<file path="src/rtl/ifu_prefetch.sv">
// Instruction fetch unit: PC/IR ownership, next-PC select and a one-word
// prefetch buffer fed by a variable-latency req/ack instruction memory.
module ifu_prefetch #(
  parameter int              ADDR_W   = 32,
  parameter logic [ADDR_W-1:0] RESET_PC = 32'h0000_3000
) (
  input  logic              clk,
  input  logic              rst,
  input  logic              pcwr,
  input  logic              irwr,
  input  logic [1:0]        npcop,
  input  logic [31:0]       rs_data,
  input  logic [31:0]       imem_rdata,
  input  logic              imem_ack,
  output logic              imem_req,
  output logic [ADDR_W-1:0] imem_addr,
  output logic [ADDR_W-1:0] pc,
  output logic [31:0]       link_addr,
  output logic [31:0]       ir,
  output logic [5:0]        opcode,
  output logic [5:0]        funct,
  output logic [4:0]        rs,
  output logic [4:0]        rt,
  output logic [4:0]        rd,
  output logic [15:0]       imm16,
  output logic [25:0]       imm26,
  output logic              stall,
  output logic              misalign
);

  typedef enum logic [1:0] {
    ST_START   = 2'd0,
    ST_FETCH   = 2'd1,
    ST_VALID   = 2'd2,
    ST_DISCARD = 2'd3
  } state_t;

  state_t            state_q, state_d;
  logic [ADDR_W-1:0] pc_q;
  logic [ADDR_W-1:0] stale_q;
  logic [31:0]       ir_q;
  logic [31:0]       buf_q;

  logic              hit;
  logic              pc_we;
  logic              ir_we;
  logic              buf_we;
  logic              stale_we;
  logic [31:0]       word;
  logic [ADDR_W-1:0] npc;

  // Hit/stall: a word is available either from the buffer or forwarded from
  // the memory on the ack cycle of a live (non-stale) fetch.
  always_comb begin
    hit   = (state_q == ST_VALID) | ((state_q == ST_FETCH) & imem_ack);
    word  = (state_q == ST_VALID) ? buf_q : imem_rdata;
    stall = irwr & ~hit;
    pc_we = pcwr & ~stall;
    ir_we = irwr & hit;
  end

  always_comb begin
    npc = pc_q + ADDR_W'(4);
    unique case (npcop)
      2'b00: npc = pc_q + ADDR_W'(4);
      2'b01: npc = pc_q + {{(ADDR_W-18){ir_q[15]}}, ir_q[15:0], 2'b00};
      2'b10: npc = {pc_q[ADDR_W-1:28], ir_q[25:0], 2'b00};
      2'b11: npc = {rs_data[ADDR_W-1:2], 2'b00};
      default: npc = pc_q + ADDR_W'(4);
    endcase
  end

  // Gated by rst so the pulse stays low while reset is asserted.
  assign misalign = rst & pc_we & (npcop == 2'b11) & (rs_data[1:0] != 2'b00);

  always_comb begin
    state_d  = state_q;
    buf_we   = 1'b0;
    stale_we = 1'b0;
    unique case (state_q)
      ST_START: state_d = ST_FETCH;
      ST_FETCH: begin
        if (pc_we) begin
          // Without the ack the request is still in flight for the old pc:
          // remember its address and wait it out.
          state_d  = imem_ack ? ST_FETCH : ST_DISCARD;
          stale_we = ~imem_ack;
        end else if (imem_ack) begin
          state_d = ST_VALID;
          buf_we  = 1'b1;
        end
      end
      ST_VALID: begin
        if (pc_we) state_d = ST_FETCH;
      end
      ST_DISCARD: begin
        if (!pc_we && imem_ack) state_d = ST_FETCH;
      end
      default: state_d = ST_START;
    endcase
  end

  always_ff @(posedge clk or negedge rst) begin
    if (!rst) begin
      state_q <= ST_START;
      pc_q    <= RESET_PC;
      ir_q    <= '0;
      buf_q   <= '0;
      stale_q <= '0;
    end else begin
      state_q <= state_d;
      if (pc_we)    pc_q    <= npc;
      if (ir_we)    ir_q    <= word;
      if (buf_we)   buf_q   <= imem_rdata;
      if (stale_we) stale_q <= pc_q;
    end
  end

  assign imem_req  = (state_q == ST_FETCH) | (state_q == ST_DISCARD);
  assign imem_addr = (state_q == ST_DISCARD) ? stale_q : pc_q;

  assign pc        = pc_q;
  assign link_addr = 32'(pc_q);
  assign ir        = ir_q;
  assign opcode    = ir_q[31:26];
  assign funct     = ir_q[5:0];
  assign rs        = ir_q[25:21];
  assign rt        = ir_q[20:16];
  assign rd        = ir_q[15:11];
  assign imm16     = ir_q[15:0];
  assign imm26     = ir_q[25:0];

endmodule

</file>
<file path="config.mk">
export PLATFORM = sky130hd
export DESIGN_NAME = ifu_prefetch
export DESIGN_NICKNAME = d
export VERILOG_FILES = /design/src/rtl/ifu_prefetch.sv
export SDC_FILE = /design/constraint.sdc
export NUM_CORES = 1
export LEC_CHECK = 0
export CAP_MARGIN = 20
export CORE_ASPECT_RATIO = 0.8
export CORE_MARGIN = 4
export CORE_UTILIZATION = 43
export DETAILED_ROUTE_END_ITERATION = 10
export PLACE_DENSITY_LB_ADDON = 0.3
export REMOVE_ABC_BUFFERS = 1
export SLEW_MARGIN = 20
export SYNTH_ARGS = -nofsm -noshare
export SYNTH_HDL_FRONTEND = slang
export SYNTH_SLANG_ARGS = --single-unit
</file>
<file path="constraint.sdc">
create_clock -name clk -period 2.8 [get_ports clk]
set_input_delay 0.28 -clock clk [delete_from_list [all_inputs] [get_ports clk]]
set_output_delay 0.28 -clock clk [all_outputs]
set_load 0.02 [all_outputs]
</file>
==> reports/qor.tcl, run 1 <==
set qor(report.final.hold_viol_count) 0
set qor(synth-main-ff-cell) {sky130_fd_sc_hd__dfrtp_1}
set qor(inserted_clock_buffers) 17
set qor(maxClockFrequency_mhz) 374
set qor(num_io_pins) 271
set qor(combined_area_of_all_synthesized_cells_sq_mm) 0.00868
set qor(n_antenna_cell) 0
set qor(cts.clk_slew.worst_paths_ns) 0.06
set qor(worst_skew_pair.late_latency_ns) 0.43
set qor(synth_most_common_cell) {sky130_fd_sc_hd__dfrtp_1}
set qor(die_area_sq_mm) 0.0225
set qor(slowest_cell_on_the_critical_path) {sky130_fd_sc_hd__a2111oi_2}
set qor(post_route_cells_drive_above_1_share_pct) 24.7
set qor(async_flop_share_pct) 100
set qor(clock_tree.htree_level_count) 4
set qor(first_global_vias) 7598
set qor(finalSetupViolations) 0
set qor(final.period_utilization_pct) 95.5
set qor(synth_area_leaders) {sky130_fd_sc_hd__dfrtp_1 (36%), sky130_fd_sc_hd__mux2_2 (12%), sky130_fd_sc_hd__buf_4 (9.1%)}
set qor(worst_hold_path_type) {input port to async pin}
set qor(grt_util_overall_pct) 23.3
set qor(design.core.area_sq_mm) 0.0199
set qor(synthDominantAreaCellType) {sky130_fd_sc_hd__dfrtp_1}
set qor(io_buffers) 264
set qor(maxCapViolations) 0
set qor(buffer_cell_driving_the_clock_tree_root) {sky130_fd_sc_hd__clkbuf_16}
set qor(peakVddDrop_v) 0.000569
set qor(chipHeight_um) 135
set qor(rows) 46
set qor(via_count) 7809
set qor(post_synth.cell_area_avg_sq_um) 9.36
set qor(netlist_top_cells_count) {sky130_fd_sc_hd__dfrtp_1 (124), sky130_fd_sc_hd__buf_4 (105), sky130_fd_sc_hd__nand2_1 (95), sky130_fd_sc_hd__mux2_2 (92), sky130_fd_sc_hd__o21ai_0 (73)}
set qor(yosysSeqAreaShare_pct) 36.3
set qor(timing.critical_path.required_ns) 3.17
set qor(start_util_pct) 43.7
set qor(postLayoutSetupSlackWorst_ns) 0.126
set qor(cellPowerDensity_mw_per_mm2) 1120
set qor(postSynthCellCount) 928
set qor(critical_path.most_common_cell) {sky130_fd_sc_hd__buf_4}
set qor(worst_max_slew_pin_slew_ns) 0.682
set qor(vias_per_cell) 5.39
set qor(synthDistinctLibCells) 69
set qor(cts-root-to-sink-buffers) 2
set qor(fin_area_sq_mm) 0.0123
set qor(critical-path-top-delay-family) {compound AO/OA/AOI/OAI gates}
set qor(crit_path_end_kind) {flip-flop}
set qor(status) {completed}
set qor(postRouteWirelength_um) 26600
set qor(antenna_violating_nets_post_route) 0
set qor(area_delta_synth_final_pct) 42.0
set qor(criticalPathCategory) {input port to flip-flop}
set qor(finClkSkew_ns) 0.0113
set qor(dr_wl_cell_um) 18.3
set qor(synth-edff-count) 0
set qor(rsz0062_at_grt) {true}
set qor(pre_cts_slack_ns) -0.683
set qor(slew_violations) 0
set qor(finish.net_count) 1260
set qor(cp.arrival_ns) 3.04
set qor(dpl-instance-area_sq_mm) 0.0116
set qor(synthDominantCellAreaShare_pct) 35.7
set qor(worstPathMaxFanout) 12
set qor(drcViolationCount) 0
set qor(detail_route.first_pass.iterations) 5
set qor(tritoncts) {built}
set qor(drt-initial-drc-count) 593
set qor(cellLeakagePower_nw) 5.22
set qor(grt_max_degree) 65
set qor(period_minus_slack_ns) 2.67
set qor(cts.sink_count) 126
set qor(synth-seq-cells) 126
set qor(start_kind) {input port}
set qor(die_w_um) 167
set qor(critPathMaxStageDelay_ns) 0.39
set qor(layout.core_utilization_pct) 62.1
set qor(synthesis.yosys.warnings) 0
set qor(grt_overflow_total) 0
set qor(initial_antenna_violation_count) 0
set qor(dp_wirelength_um) 19600
set qor(gpl.final_weighted_congestion) 0.909
set qor(timing.max_slew.rel_slack_pct) 54.6
set qor(critPathBufInv) 4
set qor(wire_length_of_the_first_global_routing_pass_um) 42100
set qor(worstPathCellList) {dlygate4sd2_1, nor2b_2, buf_4, buf_6, and2_1, ha_1, a211o_1, buf_4, o211ai_4, a221oi_4, or3_1, a2111oi_2, or3b_1}
[state kept, by name (all words and copies together) (netlist names)]
register	flops
buf_q	32
ir	32
link_addr	30
stale_q	30
state_q	2
[layout by cell type, fill, tap and decap left out, types with 7 or more instances in the layout]
cell / netlist / layout
sky130_fd_sc_hd__nor2_1: 31 / 31
sky130_fd_sc_hd__and3_1: 9 / 8
sky130_fd_sc_hd__and2_1: 19 / 18
sky130_fd_sc_hd__nor4_1: 7 / 7
sky130_fd_sc_hd__clkdlybuf4s50_1: 0 / 260
sky130_fd_sc_hd__ha_1: 15 / 11
sky130_fd_sc_hd__xor2_1: 7 / 7
sky130_fd_sc_hd__nand2_1: 95 / 94
sky130_fd_sc_hd__mux2i_1: 59 / 58
sky130_fd_sc_hd__mux2_2: 92 / 92
sky130_fd_sc_hd__clkbuf_16: 0 / 17
sky130_fd_sc_hd__buf_4: 105 / 121
sky130_fd_sc_hd__nand3_1: 15 / 14
sky130_fd_sc_hd__nor3_1: 23 / 23
sky130_fd_sc_hd__dfrtp_1: 124 / 123
sky130_fd_sc_hd__nor2b_1: 9 / 7
sky130_fd_sc_hd__o21ai_0: 73 / 71
sky130_fd_sc_hd__o211ai_1: 11 / 11
sky130_fd_sc_hd__a21oi_1: 32 / 28
sky130_fd_sc_hd__inv_1: 8 / 8
sky130_fd_sc_hd__nand4_1: 9 / 9
[cell type report]
cell class | count | area, sq um
fillers | 1702 | 7520
well taps | 264 | 330
clock inverters | 12 | 90.1
clock buffers | 19 | 443
repair buffers | 392 | 3660
flip-flops and latches | 126 | 3160
inverters | 8 | 30.0
multi-input cells | 628 | 4620
[timing repair]
action                                  CTS  global route
buffers inserted                          2             0
hold buffers                              1             0
hold endpoints to repair                 34             0
resized for setup                        21            13
endpoints found under the setup margin   15             6
pin swaps                                 7             1
[metal layers]
layer  part of all wire [%]  routed length, um  track usage (%)
met5                      0                  0                0
met4                    1.0                266             4.86
met3                    7.7               2040             7.43
met2                     44              11800             34.7
met1                     47              12500             33.5
[final timing paths]
check                                             to  cells after the start                     from  slack, ns
setup / recovery           link_addr[19]$_DFFE_PN0P_                     13                 npcop[1]       0.13
hold / removal               stale_q[30]$_DFFE_PN0P_                      2                      rst       0.32
setup reg to reg           link_addr[25]$_DFFE_PN0P_                      9        ir[1]$_DFFE_PN0P_       0.13
hold reg to reg              stale_q[29]$_DFFE_PN0P_                      2  stale_q[29]$_DFFE_PN0P_       0.47
max in group asynchronous     state_q[0]$_DFFE_PN0P_                      3                      rst       1.45
min in group clk             stale_q[29]$_DFFE_PN0P_                      2  stale_q[29]$_DFFE_PN0P_       0.47
[cells by family (layout without fill, tap and decap cells)]
family / count (synthesis) / after routing / share of synthesized area (%)
compound gates: 194 / 194 / 14.4
xor+xnor: 12 / 12 / 1.21
fa+ha+maj: 16 / 16 / 2.39
buf+inv: 179 / 431 / 12.6
flops: 126 / 126 / 36.3
mux: 151 / 151 / 18.7
other cells: 1 / 6 / 0.0432
simple gates: 249 / 249 / 14.2
[metrics by stage]
step                      setup TNS (ns)  hold slack [ns]  instances  total power, mW
after global routing           -0.000145            0.347       1449             14.6
final                                  0            0.316       1449             13.8
after CTS                              0            0.321       1449             13.8
after floorplan                  -232.86          -0.0156        762             7.26
after global placement             -9.57            0.200       1415             11.6
after detailed placement          -10.54            0.202       1415             11.7
[power breakdown]
| group | internal, mW | switching (mW) | total, mW | leakage (nW) |
|---|---|---|---|---|
| Clock | 1.15 | 0.870 | 2.02 | 0.256 |
| Combinational | 4.18 | 4.19 | 8.36 | 3.46 |
| Sequential | 2.65 | 0.790 | 3.44 | 1.51 |
Note: power is estimated with default switching activity, not from simulation.
==> run 2, diff against run 1 <==
Settings changed: CORE_MARGIN 4 to 3.
==> reports/qor.tcl, run 2 (synthesis gave the netlist of run 1 again) <==
set qor(rsz0062_at_grt) {false}
set qor(io_buffers) 264
set qor(design.core.area_sq_mm) 0.0194
set qor(vias_per_cell) 5.41
set qor(cellPowerDensity_mw_per_mm2) 1140
set qor(cellLeakagePower_nw) 5.26
set qor(crit_path_end_kind) {primary output}
set qor(clock_tree.htree_level_count) 4
set qor(tritoncts) {built}
set qor(post_route_cells_drive_above_1_share_pct) 25.5
set qor(timing.critical_path.required_ns) 2.52
set qor(postLayoutSetupSlackWorst_ns) 0.143
set qor(maxCapViolations) 0
set qor(worstPathMaxFanout) 21
set qor(final.period_utilization_pct) 94.9
set qor(inserted_clock_buffers) 17
set qor(cts-root-to-sink-buffers) 2
set qor(period_minus_slack_ns) 2.66
set qor(gpl.final_weighted_congestion) 0.953
set qor(num_io_pins) 271
set qor(wire_length_of_the_first_global_routing_pass_um) 41800
set qor(finClkSkew_ns) 0.0132
set qor(finalHoldWorstSlack_ns) 0.281
set qor(pre_cts_slack_ns) -0.657
set qor(grt_overflow_total) 0
set qor(start_kind) {flip-flop}
set qor(worst_skew_pair.late_latency_ns) 0.43
set qor(postRouteWirelength_um) 26300
set qor(die_w_um) 165
set qor(die_area_sq_mm) 0.0219
set qor(n_antenna_cell) 0
set qor(grt_max_degree) 54
set qor(worstPathCellList) {nand2_2, buf_12, mux2_2, clkdlybuf4s50_1}
set qor(critPathMaxStageDelay_ns) 0.55
set qor(status) {completed}
set qor(rows) 45
set qor(cp.arrival_ns) 2.38
set qor(dp_wirelength_um) 19400
set qor(start_util_pct) 44.8
set qor(grt_util_overall_pct) 24.0
set qor(via_count) 7789
set qor(area_delta_synth_final_pct) 43.6
set qor(worst-r2r-setup-slack_ns) 0.16
set qor(critPathBufInv) 2
set qor(finish.net_count) 1256
set qor(final_cell_mix) {sky130_fd_sc_hd__clkdlybuf4s50_1 (260), sky130_fd_sc_hd__dfrtp_1 (123), sky130_fd_sc_hd__buf_4 (118), sky130_fd_sc_hd__nand2_1 (94), sky130_fd_sc_hd__mux2_2 (91)}
set qor(finalPower_mw) 14.2
set qor(timing.max_slew.rel_slack_pct) 34.9
set qor(cts.sink_count) 126
set qor(drt-initial-drc-count) 508
set qor(worst_hold_path_type) {input port to async pin}
set qor(worst_max_slew_pin_slew_ns) 0.972
set qor(chipHeight_um) 133
set qor(dr_wl_cell_um) 18.3
set qor(slowest_cell_on_the_critical_path) {sky130_fd_sc_hd__clkdlybuf4s50_1}
set qor(final_common_cell) {sky130_fd_sc_hd__clkdlybuf4s50_1}
set qor(cts.clk_slew.worst_paths_ns) 0.06
set qor(criticalPathCategory) {flip-flop to primary output}
set qor(layout.core_utilization_pct) 64.4
set qor(antenna_violating_nets_post_route) 0
set qor(initial_antenna_violation_count) 0
set qor(first_global_vias) 7573
set qor(fillerInstances) 1615
set qor(buffer_cell_driving_the_clock_tree_root) {sky130_fd_sc_hd__clkbuf_16}
set qor(maxClockFrequency_mhz) 376
set qor(detail_route.first_pass.iterations) 5
set qor(critical-path-top-delay-family) {buffers and inverters}
set qor(fin_area_sq_mm) 0.0125
set qor(peakVddDrop_v) 0.000643
set qor(dpl-instance-area_sq_mm) 0.0116
set qor(report.final.hold_viol_count) 0
set qor(finalSetupViolations) 0
set qor(drcViolationCount) 0
set qor(slew_violations) 0
-- run 2: per-stage QoR --
step | instances | setup TNS (ns)
floorplan | 762 | -232.86
global route | 1440 | 0
detailed placement | 1404 | -8.62
global placement | 1404 | -7.47
CTS | 1439 | 0
finish | 1440 | 0
-- run 2: power breakdown --
group	switching, mW	internal, mW	total [mW]
logic	4.16	4.20	8.36
registers	0.798	2.65	3.45
clock network	0.955	1.43	2.39
-- run 2: what timing repair did --
item / CTS / global route
endpoints found under the hold margin: 25 / 0
hold buffers: 1 / 0
gates resized for setup: 23 / 23
endpoints found under the setup margin: 11 / 17
pin swaps: 9 / 10
setup buffers: 2 / 1
-- run 2: cell type report --
class	count	area, sq um	area share, %
inverters	8	30.0	0.241
flip-flops and latches	126	3160	25.3
repair buffers	388	3620	29.1
well taps	258	323	2.59
clock inverters	15	200	1.61
clock buffers	17	425	3.41
multi-input cells	628	4710	37.8
-- run 2: routing by layer --
layer | wire length [um] | vias up | global-route usage, %
met1 | 12500 | 3784 | 35.2
li1 | - | 3691 | -
met5 | 0 | - | 0
met2 | 11600 | 289 | 35.6
met3 | 1940 | 25 | 5.84
met4 | 323 | 0 | 6.10
-- run 2: path summary, 6_finish.rpt --
kind | start | endpoint | cells past startpoint
hold reg to reg | stale_q[31]$_DFFE_PN0P_ | stale_q[31]$_DFFE_PN0P_ | 2
min in group clk | stale_q[31]$_DFFE_PN0P_ | stale_q[31]$_DFFE_PN0P_ | 2
setup / recovery | state_q[0]$_DFFE_PN0P_ | imem_addr[21] | 4
setup reg to reg | ir[0]$_DFFE_PN0P_ | link_addr[30]$_DFFE_PN0P_ | 11
hold / removal | rst | ir[27]$_DFFE_PN0P_ | 2
max in group asynchronous | rst | state_q[0]$_DFFE_PN0P_ | 3
